### config.mk
export PLATFORM = sky130hd
export DESIGN_NAME = uart_cmd_assembler
export DESIGN_NICKNAME = d
export VERILOG_FILES = /design/src/rtl/uart_cmd_assembler.sv
export SDC_FILE = /design/constraint.sdc
export NUM_CORES = 1
export LEC_CHECK = 0
export ABC_AREA = 0
export BUFFER_PORTS_ARGS = -buffer_cell sky130_fd_sc_hd__buf_2
export CELL_PAD_IN_SITES_DETAIL_PLACEMENT = 0
export CELL_PAD_IN_SITES_GLOBAL_PLACEMENT = 2
export CORE_ASPECT_RATIO = 0.7
export CORE_UTILIZATION = 28
export DETAILED_ROUTE_END_ITERATION = 10
export PLACE_DENSITY = 0.73
export SLEW_MARGIN = 10
export SYNTH_ARGS = -nofsm -noshare
export SYNTH_HDL_FRONTEND = slang
export SYNTH_SLANG_ARGS = --single-unit
### constraint.sdc
create_clock -name clk -period 1.7 [get_ports clk]
set_input_delay 0.085 -clock clk [delete_from_list [all_inputs] [get_ports clk]]
set_output_delay 0.085 -clock clk [all_outputs]
set_load 0.01 [all_outputs]
### src/rtl/uart_cmd_assembler.sv
// Receives three UART bytes (MSB first) into a 24-bit command with an inter-byte timeout,
// and drives single-byte responses into the UART transmitter.
module uart_cmd_assembler #(
  parameter int unsigned TIMEOUT_CYC = 50000,
  parameter int unsigned CNT_W       = 16
) (
  input  logic        clk,
  input  logic        rst,
  input  logic        rdy,
  input  logic [7:0]  rx_data,
  output logic        clr_rdy,
  output logic [23:0] cmd,
  output logic        cmd_rdy,
  input  logic        clr_cmd_rdy,
  output logic        frame_err,
  input  logic [7:0]  resp_data,
  input  logic        send_resp,
  output logic        tx_busy,
  output logic        resp_sent,
  output logic        trmt,
  output logic [7:0]  tx_data,
  input  logic        tx_done
);

  typedef enum logic [1:0] {IDLE, B1, B2, HOLD} rx_state_e;
  typedef enum logic {TX_IDLE, TX_BUSY} tx_state_e;

  localparam logic [CNT_W-1:0] GAP_LAST = CNT_W'(TIMEOUT_CYC - 1);

  rx_state_e        rx_state_q, rx_state_d;
  logic [7:0]       byte0_q, byte0_d;
  logic [7:0]       byte1_q, byte1_d;
  logic [23:0]      cmd_q, cmd_d;
  logic             clr_rdy_q, clr_rdy_d;
  logic             frame_err_q, frame_err_d;
  logic [CNT_W-1:0] gap_q, gap_d;
  logic             accept;
  logic             timeout;

  tx_state_e        tx_state_q, tx_state_d;
  logic [7:0]       tx_data_q, tx_data_d;
  logic             trmt_q, trmt_d;
  logic             resp_sent_q, resp_sent_d;

  // clr_rdy_q masks the falling edge of rdy so one byte is never captured twice
  assign accept  = rdy && !clr_rdy_q && (rx_state_q != HOLD);
  assign timeout = (gap_q == GAP_LAST) && !accept;

  always_comb begin
    rx_state_d  = rx_state_q;
    byte0_d     = byte0_q;
    byte1_d     = byte1_q;
    cmd_d       = cmd_q;
    frame_err_d = 1'b0;
    gap_d       = '0;
    clr_rdy_d   = accept;
    case (rx_state_q)
      IDLE: begin
        if (accept) begin
          byte0_d    = rx_data;
          rx_state_d = B1;
        end
      end
      B1: begin
        if (accept) begin
          byte1_d    = rx_data;
          rx_state_d = B2;
        end else if (timeout) begin
          byte0_d     = '0;
          byte1_d     = '0;
          frame_err_d = 1'b1;
          rx_state_d  = IDLE;
        end else begin
          gap_d = gap_q + CNT_W'(1);
        end
      end
      B2: begin
        if (accept) begin
          cmd_d      = {byte0_q, byte1_q, rx_data};
          rx_state_d = HOLD;
        end else if (timeout) begin
          byte0_d     = '0;
          byte1_d     = '0;
          frame_err_d = 1'b1;
          rx_state_d  = IDLE;
        end else begin
          gap_d = gap_q + CNT_W'(1);
        end
      end
      HOLD: begin
        if (clr_cmd_rdy) rx_state_d = IDLE;
      end
      default: rx_state_d = IDLE;
    endcase
  end

  always_ff @(posedge clk) begin
    if (rst) begin
      rx_state_q  <= IDLE;
      byte0_q     <= '0;
      byte1_q     <= '0;
      cmd_q       <= '0;
      clr_rdy_q   <= 1'b0;
      frame_err_q <= 1'b0;
      gap_q       <= '0;
    end else begin
      rx_state_q  <= rx_state_d;
      byte0_q     <= byte0_d;
      byte1_q     <= byte1_d;
      cmd_q       <= cmd_d;
      clr_rdy_q   <= clr_rdy_d;
      frame_err_q <= frame_err_d;
      gap_q       <= gap_d;
    end
  end

  // tx_done seen while trmt_q is high is the previous byte's stale level
  always_comb begin
    tx_state_d  = tx_state_q;
    tx_data_d   = tx_data_q;
    trmt_d      = 1'b0;
    resp_sent_d = 1'b0;
    if (tx_state_q == TX_IDLE) begin
      if (send_resp) begin
        tx_data_d  = resp_data;
        trmt_d     = 1'b1;
        tx_state_d = TX_BUSY;
      end
    end else begin
      if (tx_done && !trmt_q) begin
        resp_sent_d = 1'b1;
        tx_state_d  = TX_IDLE;
      end
    end
  end

  always_ff @(posedge clk) begin
    if (rst) begin
      tx_state_q  <= TX_IDLE;
      tx_data_q   <= '0;
      trmt_q      <= 1'b0;
      resp_sent_q <= 1'b0;
    end else begin
      tx_state_q  <= tx_state_d;
      tx_data_q   <= tx_data_d;
      trmt_q      <= trmt_d;
      resp_sent_q <= resp_sent_d;
    end
  end

  assign clr_rdy   = clr_rdy_q;
  assign cmd       = cmd_q;
  assign cmd_rdy   = (rx_state_q == HOLD);
  assign frame_err = frame_err_q;
  assign tx_busy   = (tx_state_q == TX_BUSY);
  assign resp_sent = resp_sent_q;
  assign trmt      = trmt_q;
  assign tx_data   = tx_data_q;

endmodule

---- Word-level counts from Yosys, hierarchy flattened ----
Cells that the tools add are included.
word-level totals
  bits in registers ....................... 71
  input port bits ......................... 22
  word-level logic and storage cells ...... 63
operators by class
  bitwise logic cells ..................... 2
  $add $sub $neg .......................... 1
  reduce and logical (&&, ||, !) cells .... 20
  muxes and demuxes ....................... 19
  eq/ne operators ......................... 10
operators by type and width
  kind                     number
  $mux W8                  6
  $pmux W8 S2              2
  $add A16 B1 Y16 const B  1
  $eq A16 B16 Y1 const B   1
  $mux W2                  5
  $ne A2 B2 Y1 const B     4
  $pmux W2 S4              1
  $reduce_and A2 Y1        4
  $reduce_or A2 Y1         3
  $mux W1                  5
  $eq A2 B2 Y1 const B     2
  $logic_and A1 B1 Y1      4
  $ne A2 B1 Y1 const B     2
  $reduce_and A4 Y1        1
  $reduce_bool A2 Y1       2
  $reduce_or A4 Y1         1
  $logic_not A1 Y1         3
  $reduce_or A3 Y1         1
  $eq A2 B1 Y1 const B     1
  $logic_not A2 Y1         1
  $not A1 Y1               2

---- Depth between registers and ports, before layout ----
Gate-level depths: netlist of run 1.
  depth after elaboration ................. 8
  mapped depth ............................ 7

---- Worst setup path before layout of run 1 ----
Ideal clock, no wire load.
  path type ............................... reg-to-reg
  from .................................... register rx_state_q[0]
  to ...................................... register gap_q[10]
  cell stages (with the launch flop) ...... 8
  path slack .............................. -45 ps
  setup time .............................. 117 ps
  data arrival time ....................... 1,628 ps
  required time ........................... 1,583 ps
  cells stage by stage .................... dfxtp_1 > ha_1 > or3b_1 > buf_2 > nand3_1 > o21bai_2 > buf_2 > nor2_1
on the way
  word-level cells in the longest chain between the ends .. 5
  elaborated cells between the ends (all ways) .. 9
  classes of those cells .................. 3 x eq/ne; 1 x bitwise; 5 x reduce/logical
RTL lines
  item                          RTL line  RTL
  start: declaration            30        rx_state_e rx_state_q, rx_state_d;
  start signal: assignment      107       rx_state_q <= rx_state_d;
  $ne A2 B2 Y1                  46        assign accept = rdy && !clr_rdy_q && (rx_state_q != HOLD);
  $logic_and A1 B1 Y1           46
  $logic_not A1 Y1              47        assign timeout = (gap_q == GAP_LAST) && !accept;
  $logic_and A1 B1 Y1           47
  $reduce_or A4 Y1 (no line) *  -
  end signal: assignment        113       gap_q <= gap_d;
  end: declaration              36        logic [CNT_W-1:0] gap_q, gap_d;
Every way passes the cells marked *; elsewhere a longest branch is shown, timed or not.
A chain may end at the register's enable or synchronous reset.

---- Worst setup path after layout of run 1 ----
  from .................................... register rx_state_q[0]
  to ...................................... register byte0_q[1]
on the way
  word-level cells in the longest chain between the ends .. 6
  elaborated cells between the ends (all ways) .. 14
  classes of those cells .................. 6 x eq/ne; 1 x mux; 7 x reduce/logical
RTL lines
  item                         RTL line  RTL
  $ne A2 B2 Y1                 46
  $logic_and A1 B1 Y1          46
  $logic_not A1 Y1             47
  $logic_and A1 B1 Y1          47
  $ne A2 B1 Y1 (no line)       -
  $reduce_and A4 Y1 (no line)  -
  end signal: assignment       108       byte0_q <= byte0_d;
  end: declaration             31        logic [7:0] byte0_q, byte0_d;
Several ways; a longest one is shown, not always the timed one.

==> results of run 1 <==
==> where the power goes <==
group	internal, uW	switching (uW)	leakage (uW)	total, uW
combinational	170	207	0.000839	376
clock	1440	674	0.000169	2120
sequential	1730	41.5	0.000576	1770
==> sequential cells by signal, summed over array words and instances, names as in the netlist <==
register	flops
byte0_q	8
byte1_q	8
clr_rdy	1
cmd	24
frame_err	1
gap_q	16
resp_sent	1
rx_state_q	2
trmt	1
tx_busy	1
tx_data	8
==> final cells by class <==
| type | instances | area [um^2] |
|---|---|---|
| Inverter | 8 | 30.03 |
| Clock inverter | 2 | 60.06 |
| Multi-Input combinational cell | 234 | 1333 |
| Fill cell | 1006 | 5929 |
| Clock buffer | 14 | 284.0 |
| Timing Repair Buffer | 87 | 541.8 |
| Tap cell | 128 | 160.2 |
| Sequential cell | 71 | 1421 |
==> how the worst max path moves through the flow <==
stage / from / end / slack, ns
2_1_floorplan: rx_state_q[0] / gap_q[9] / 0.06
3_3_place_gp: gap_q[0] / byte0_q[5] / 0.08
3_5_place_dp: gap_q[0] / byte0_q[1] / 0.04
4_1_cts: gap_q[0] / byte0_q[1] / 0.04
5_1_grt: rx_state_q[0] / byte0_q[5] / 0.02
6_report: rx_state_q[0] / byte0_q[1] / 0.1
==> tightest hold or removal path, stage by stage <==
cell     delay [ns]
buf_2          0.10
nand2_1        0.06
a21oi_1        0.05
==> logic make-up after synthesis <==
kind of cell / after synthesis / synth area share, %
AOI/OAI and AO/OA: 66 / 13.84
xor gates and xnor gates: 12 / 3.714
adders and majority gates: 6 / 2.652
buffers and inverters: 24 / 3.404
DFF: 71 / 50.22
muxes: 8 / 2.829
and+or+nand+nor: 142 / 23.34
==> per-stage QoR <==
step,hold slack [ns],worst slack [ns]
after floorplan,0.2210,0.05636
after global placement,0.3296,0.07798
after detailed placement,0.3348,0.04466
after CTS,0.01121,0.03890
after global routing,0.03209,0.02252
final,0.02656,0.09862
==> placed cells by master (no fill, tap or decap), types with 4 or more instances in the layout <==
cell,n
nand2_1,77
mux2i_1,8
o21ai_1,8
buf_4,18
ha_1,5
dlygate4sd3_1,8
a22oi_1,8
nand3_1,5
and4_1,4
clkbuf_8,4
inv_1,7
buf_2,59
clkbuf_16,9
nor2_1,29
o21ai_0,4
dfxtp_1,71
xor2_1,9
a21oi_1,39
nand4_1,5
==> what timing repair did <==
item / in CTS / in global routing
setup buffers: 0 / 0
gates resized for setup: 0 / 5
hold endpoints to repair: 8 / 0
hold buffers: 8 / 0
setup endpoints to repair: 0 / 33
==> metal layers <==
layer / global-route usage, % / vias to the layer above / wire length (um)
met3: 4.920 / 10 / 472
met1: 21.07 / 1113 / 3808
met4: 4.656 / 0 / 81
met5: 0 / - / 0
li1: - / 1278 / -
met2: 18.95 / 59 / 2657
==> metrics.md, run 1 <==
| Metric | Value |
|---|---|
| Clock-pin slew on the worst setup and hold paths | 0.06 ns |
| Slowest stage cell, crit path | ha_1 |
| Power density cells | 1115 mW/mm^2 |
| Fraction of layout cells with a size suffix above 1 | 25.48% |
| Status | completed |
| H-tree levels | 3 |
| RR Endpoint | byte0_q[1] |
| Net Count, Synth | 357 |
| GPL Wtd Cong | 0.7548 |
| Post-synth EDFFs | 0 |
| Worst r2r path cells | 6 |
| Worst rel slew slack | 62.72% |
| Hold_sp | resp_data[6] |
| Layout area overhead | 35.32% |
| # diodes | 0 |
| WP data required | 1.93 ns |
| Placed Area | 0.003385 mm^2 |
| CP Max Fanout | 8 |
| Non-filler cells, final | 544 |
| Overall Power | 4270 uW |
| WP data arrival | 1.83 ns |
| Largest net degree at the start of global routing | 25 |
| Inserted Clock Buffers | 9 |
| Top_reg_cell synth | dfxtp_1 |
| Initial antenna violation count | 0 |
| Synth Instances | 329 |
| DR vias/cell | 4.522 |
| Routed wire length per instance | 12.90 um |
| DRC | 0 |
| Core Util, Final | 39.24% |
| Worst-skew pair later-pin latency | 0.33 ns |
| WL final | 7.019 mm |
| TNS Setup | 0 ns |
| Post-synth cell types | 42 |
| # IOs | 60 |
| Seq cells post-synth | 71 |
| Max Cap Viol | 0 |
| WHS Endpoint | tx_data[6] |
| Antenna-violating nets left | 0 |
| Final setup fails | 0 |
| Buffers & Inverters on Critical Path | 2 |
| DIE HEIGHT | 86.12 um |
| Fin nets | 439 |
| PortBufs | 59 |
| Fin. max-slew vios | 0 |
| Largest area contributor in the netlist | dfxtp_1 |
| Clk_skew | 0.004347 ns |
| Post-route cell area | 0.003830 mm^2 |
| Die ar. | 0.01052 mm^2 |
| Fin crit period | 1.601 ns |
| Cell-by-cell trace of the critical path | inv_1, ha_1, nand2_1, o41ai_4, buf_6, nor2_1 |
| Initial drt markers | 121 |
| Syn Area/Cell | 8.602 um^2 |
| Core ar. | 0.009759 mm^2 |
| Most frequent cell after synthesis | nand2_1 |
| Critical Path Stages | 6 |
| CP Class | register to register |
| Hpwl dp | 4.902 mm |
| Placed insts | 520 |
| CP Capture Type | register |
| Global-route wire length before repair | 11.39 mm |
| Startpoint Class | register |
| Fmax | 624.5 MHz |
| Synth warn | 0 |
| Die Width | 122.2 um |
| Largest cells by area after synthesis | dfxtp_1 (50%), nand2_1 (10%), a21oi_1 (6.9%), nor2_1 (3.8%), mux2i_1 (2.8%) |
| Clock net sink count | 71 |
| Period utilization | 94.20% |
| Total GRT Usage | 14.28% |
| Worst Hold Class | input pin to register |
| Synth top area share | 50.22% |
| Vias in the first global route | 2277 |
| Initial Util | 29.00% |
| R2R Setup Slk | 0.1 ns |
| Register area share after synthesis | 50.22% |
| Leakage power | 0.001584 uW |
| Clk buf depth | 2 |
| Routed vias | 2460 |
| CTS tree | done |
| Worst hold path depth | 3 |
| Max incr delay on CP | 0.37 ns |
| Final Hold Fails | 0 |
| Drt pass-1 iters | 4 |
| Top post-synthesis cells by count | nand2_1 (77), dfxtp_1 (71), a21oi_1 (39) |
| Gr ovfl total | 0 |
| Worst Tran Pin Value | 0.5581 ns |
| Maximum VDD drop | 0.4817 mV |
| Family with the most delay on the worst path | adder cells |
| Post-synthesis cell area | 0.002830 mm^2 |
| CTS root buffer | clkbuf_16 |
| RSZ-0062 raised after global routing | false |
| Rows | 30 |
| Synth async-reset ratio | 0% |
| RR Startpoint | rx_state_q[0] |
Note: power is estimated with default switching activity, not from simulation.
==> inputs of run 2 (changes only) <==
CELL_PAD_IN_SITES_GLOBAL_PLACEMENT = 1   (was 2)
CORE_UTILIZATION = 36   (was 28)
PLACE_DENSITY = 0.75   (was 0.73)
==> run 2 against run 1 <==
Via count shrank 0.33%. Clock-buffer cell count shrank 2. Combinational power is essentially flat. Global-route usage grew 3.7 points. Worst hold slack gained 0.0042 ns. Cell area shrank 3.0%. Sequential share of layout area grew 1.2 points. First-iteration DRC count grew 12%. Critical endpoint is now byte0_q[4].
==> metrics.md, run 2 (same netlist as run 1, synthesis figures left out) <==
| Metric | Value |
|---|---|
| TNS Setup | 0 ns |
| Buffers & Inverters on Critical Path | 2 |
| RSZ-0062 raised after global routing | false |
| WL final | 6.778 mm |
| Initial drt markers | 135 |
| Max Cap Viol | 0 |
| RR Startpoint | rx_state_q[0] |
| Layout area overhead | 31.30% |
| Initial Util | 37.99% |
| Family with the most delay on the worst path | flip-flops |
| R2R Setup Slk | 0.08 ns |
| Fin crit period | 1.621 ns |
| Fmax | 617.1 MHz |
| WP data arrival | 1.87 ns |
| # diodes | 0 |
| Worst Tran Pin Value | 0.5275 ns |
| Period utilization | 95.33% |
| Drt pass-1 iters | 4 |
| CP Capture Type | register |
| Antenna-violating nets left | 0 |
| Die ar. | 0.008226 mm^2 |
| Initial antenna violation count | 0 |
| WP data required | 1.95 ns |
| Clk buf depth | 2 |
| CP Max Fanout | 8 |
| H-tree levels | 3 |
| Worst-skew pair later-pin latency | 0.35 ns |
| Clock net sink count | 71 |
| Core Util, Final | 49.88% |
| Inserted Clock Buffers | 9 |
| Hpwl dp | 4.657 mm |
| RR Endpoint | byte0_q[4] |
| Most frequent cells in the layout | nand2_1 (77), dfxtp_1 (70), buf_2 (59) |
| # IOs | 60 |
| Area taken by multi-input logic gates | 0.001336 mm^2 |
| Critical path endpoint | byte0_q[4] |
| Clk_skew | 0.01015 ns |
| Fillers | 750 |
| Vias in the first global route | 2344 |
| CTS root buffer | clkbuf_8 |
| Die Width | 108.0 um |
| Routed vias | 2452 |
| Rows | 26 |
| Max reg flops | 24 |
| Gr ovfl total | 0 |
| Cell-by-cell trace of the critical path | inv_1, ha_1, nand2_1, o41ai_4, buf_6, nor2_1 |
| Slowest stage cell, crit path | dfxtp_1 |
| Leakage power | 0.001536 uW |
| Fin nets | 444 |
| Maximum VDD drop | 0.6105 mV |
| Worst r2r path cells | 6 |
| Clock-pin slew on the worst setup and hold paths | 0.07 ns |
| Worst Setup SP | rx_state_q[0] |
| Largest net degree at the start of global routing | 25 |
| Most common library cell in the layout ignoring fill and taps | nand2_1 |
| DR vias/cell | 4.724 |
| Power density cells | 966.1 mW/mm^2 |
| Worst Hold Class | input pin to register |
| # Post-CTS Setup Buffers | 0 |
| PortBufs | 59 |
| Startpoint Class | register |
| Max incr delay on CP | 0.39 ns |
| CP Class | register to register |
| DRC | 0 |
| Final setup fails | 0 |
| Worst rel slew slack | 64.76% |
| Core ar. | 0.007450 mm^2 |
| CTS tree | done |
| Total GRT Usage | 17.97% |
| DIE HEIGHT | 76.19 um |
| Sequential cell area | 0.001423 mm^2 |
| Fraction of layout cells with a size suffix above 1 | 24.47% |
| Global-route wire length before repair | 11.36 mm |
| Hold WS | 0.03075 ns |
| Final Hold Fails | 0 |
| GPL Wtd Cong | 0.8077 |
| Critical Path Stages | 6 |
| Fin. max-slew vios | 0 |
| Routed wire length per instance | 13.06 um |
| Status | completed |
## run 2: cell type report
| cell class | instances | area share [%] |
|---|---|---|
| flip-flops and latches | 71 | 38.28 |
| multi-input cells | 234 | 35.96 |
| repair buffers | 92 | 16.13 |
| clock buffers | 12 | 3.636 |
| well taps | 98 | 3.300 |
| clock inverters | 4 | 1.886 |
| inverters | 8 | 0.8081 |
## run 2: worst min-delay path: cells and delay by family
family | cells | cell delay, ns
AO/OA/AOI/OAI | 1 | 0.05
buffers and inverters | 1 | 0.14
AND/OR/NAND/NOR | 1 | 0.07
## run 2: worst min-delay path by stage
stage / from / to / cells after the start
final: rx_data[1] / cmd[1] / 3
after global routing: rx_data[1] / cmd[1] / 3
after CTS: rx_data[3] / cmd[3] / 3
after detailed placement: resp_data[7] / tx_data[7] / 3
after global placement: resp_data[2] / tx_data[2] / 3
after floorplan: rx_data[0] / cmd[0] / 2
## run 2: per-layer routing
layer | track usage, % | wire length, um | vias to the layer above
met2 | 24.78 | 2748 | 52
met3 | 7.528 | 394 | 7
met5 | 0 | 0 | -
met4 | 6.027 | 59 | 0
li1 | - | - | 1284
met1 | 24.88 | 3575 | 1109
## run 2: what timing repair did
action | CTS | global route
resized for setup | 2 | 5
hold endpoints to repair | 16 | 1
setup endpoints to repair | 9 | 42
hold buffers | 15 | 1
## run 2: power breakdown
part	leakage, uW	switching [uW]	internal, uW
combinational	0.000855	203	175
sequential	0.000576	46.4	1730
clock	0.000104	612	823
## run 2: stage by stage
step	setup WS [ns]	cell area (um^2)	total power [uW]	instances
3_3_place_gp	0.04836	3324	2151	487
4_1_cts	0.02067	3692	3630	518
2_1_floorplan	0.05636	2835	2024	329
3_5_place_dp	-0.02010	3324	2157	487
6_report	0.07940	3716	3590	519
5_1_grt	0.003637	3716	3775	519
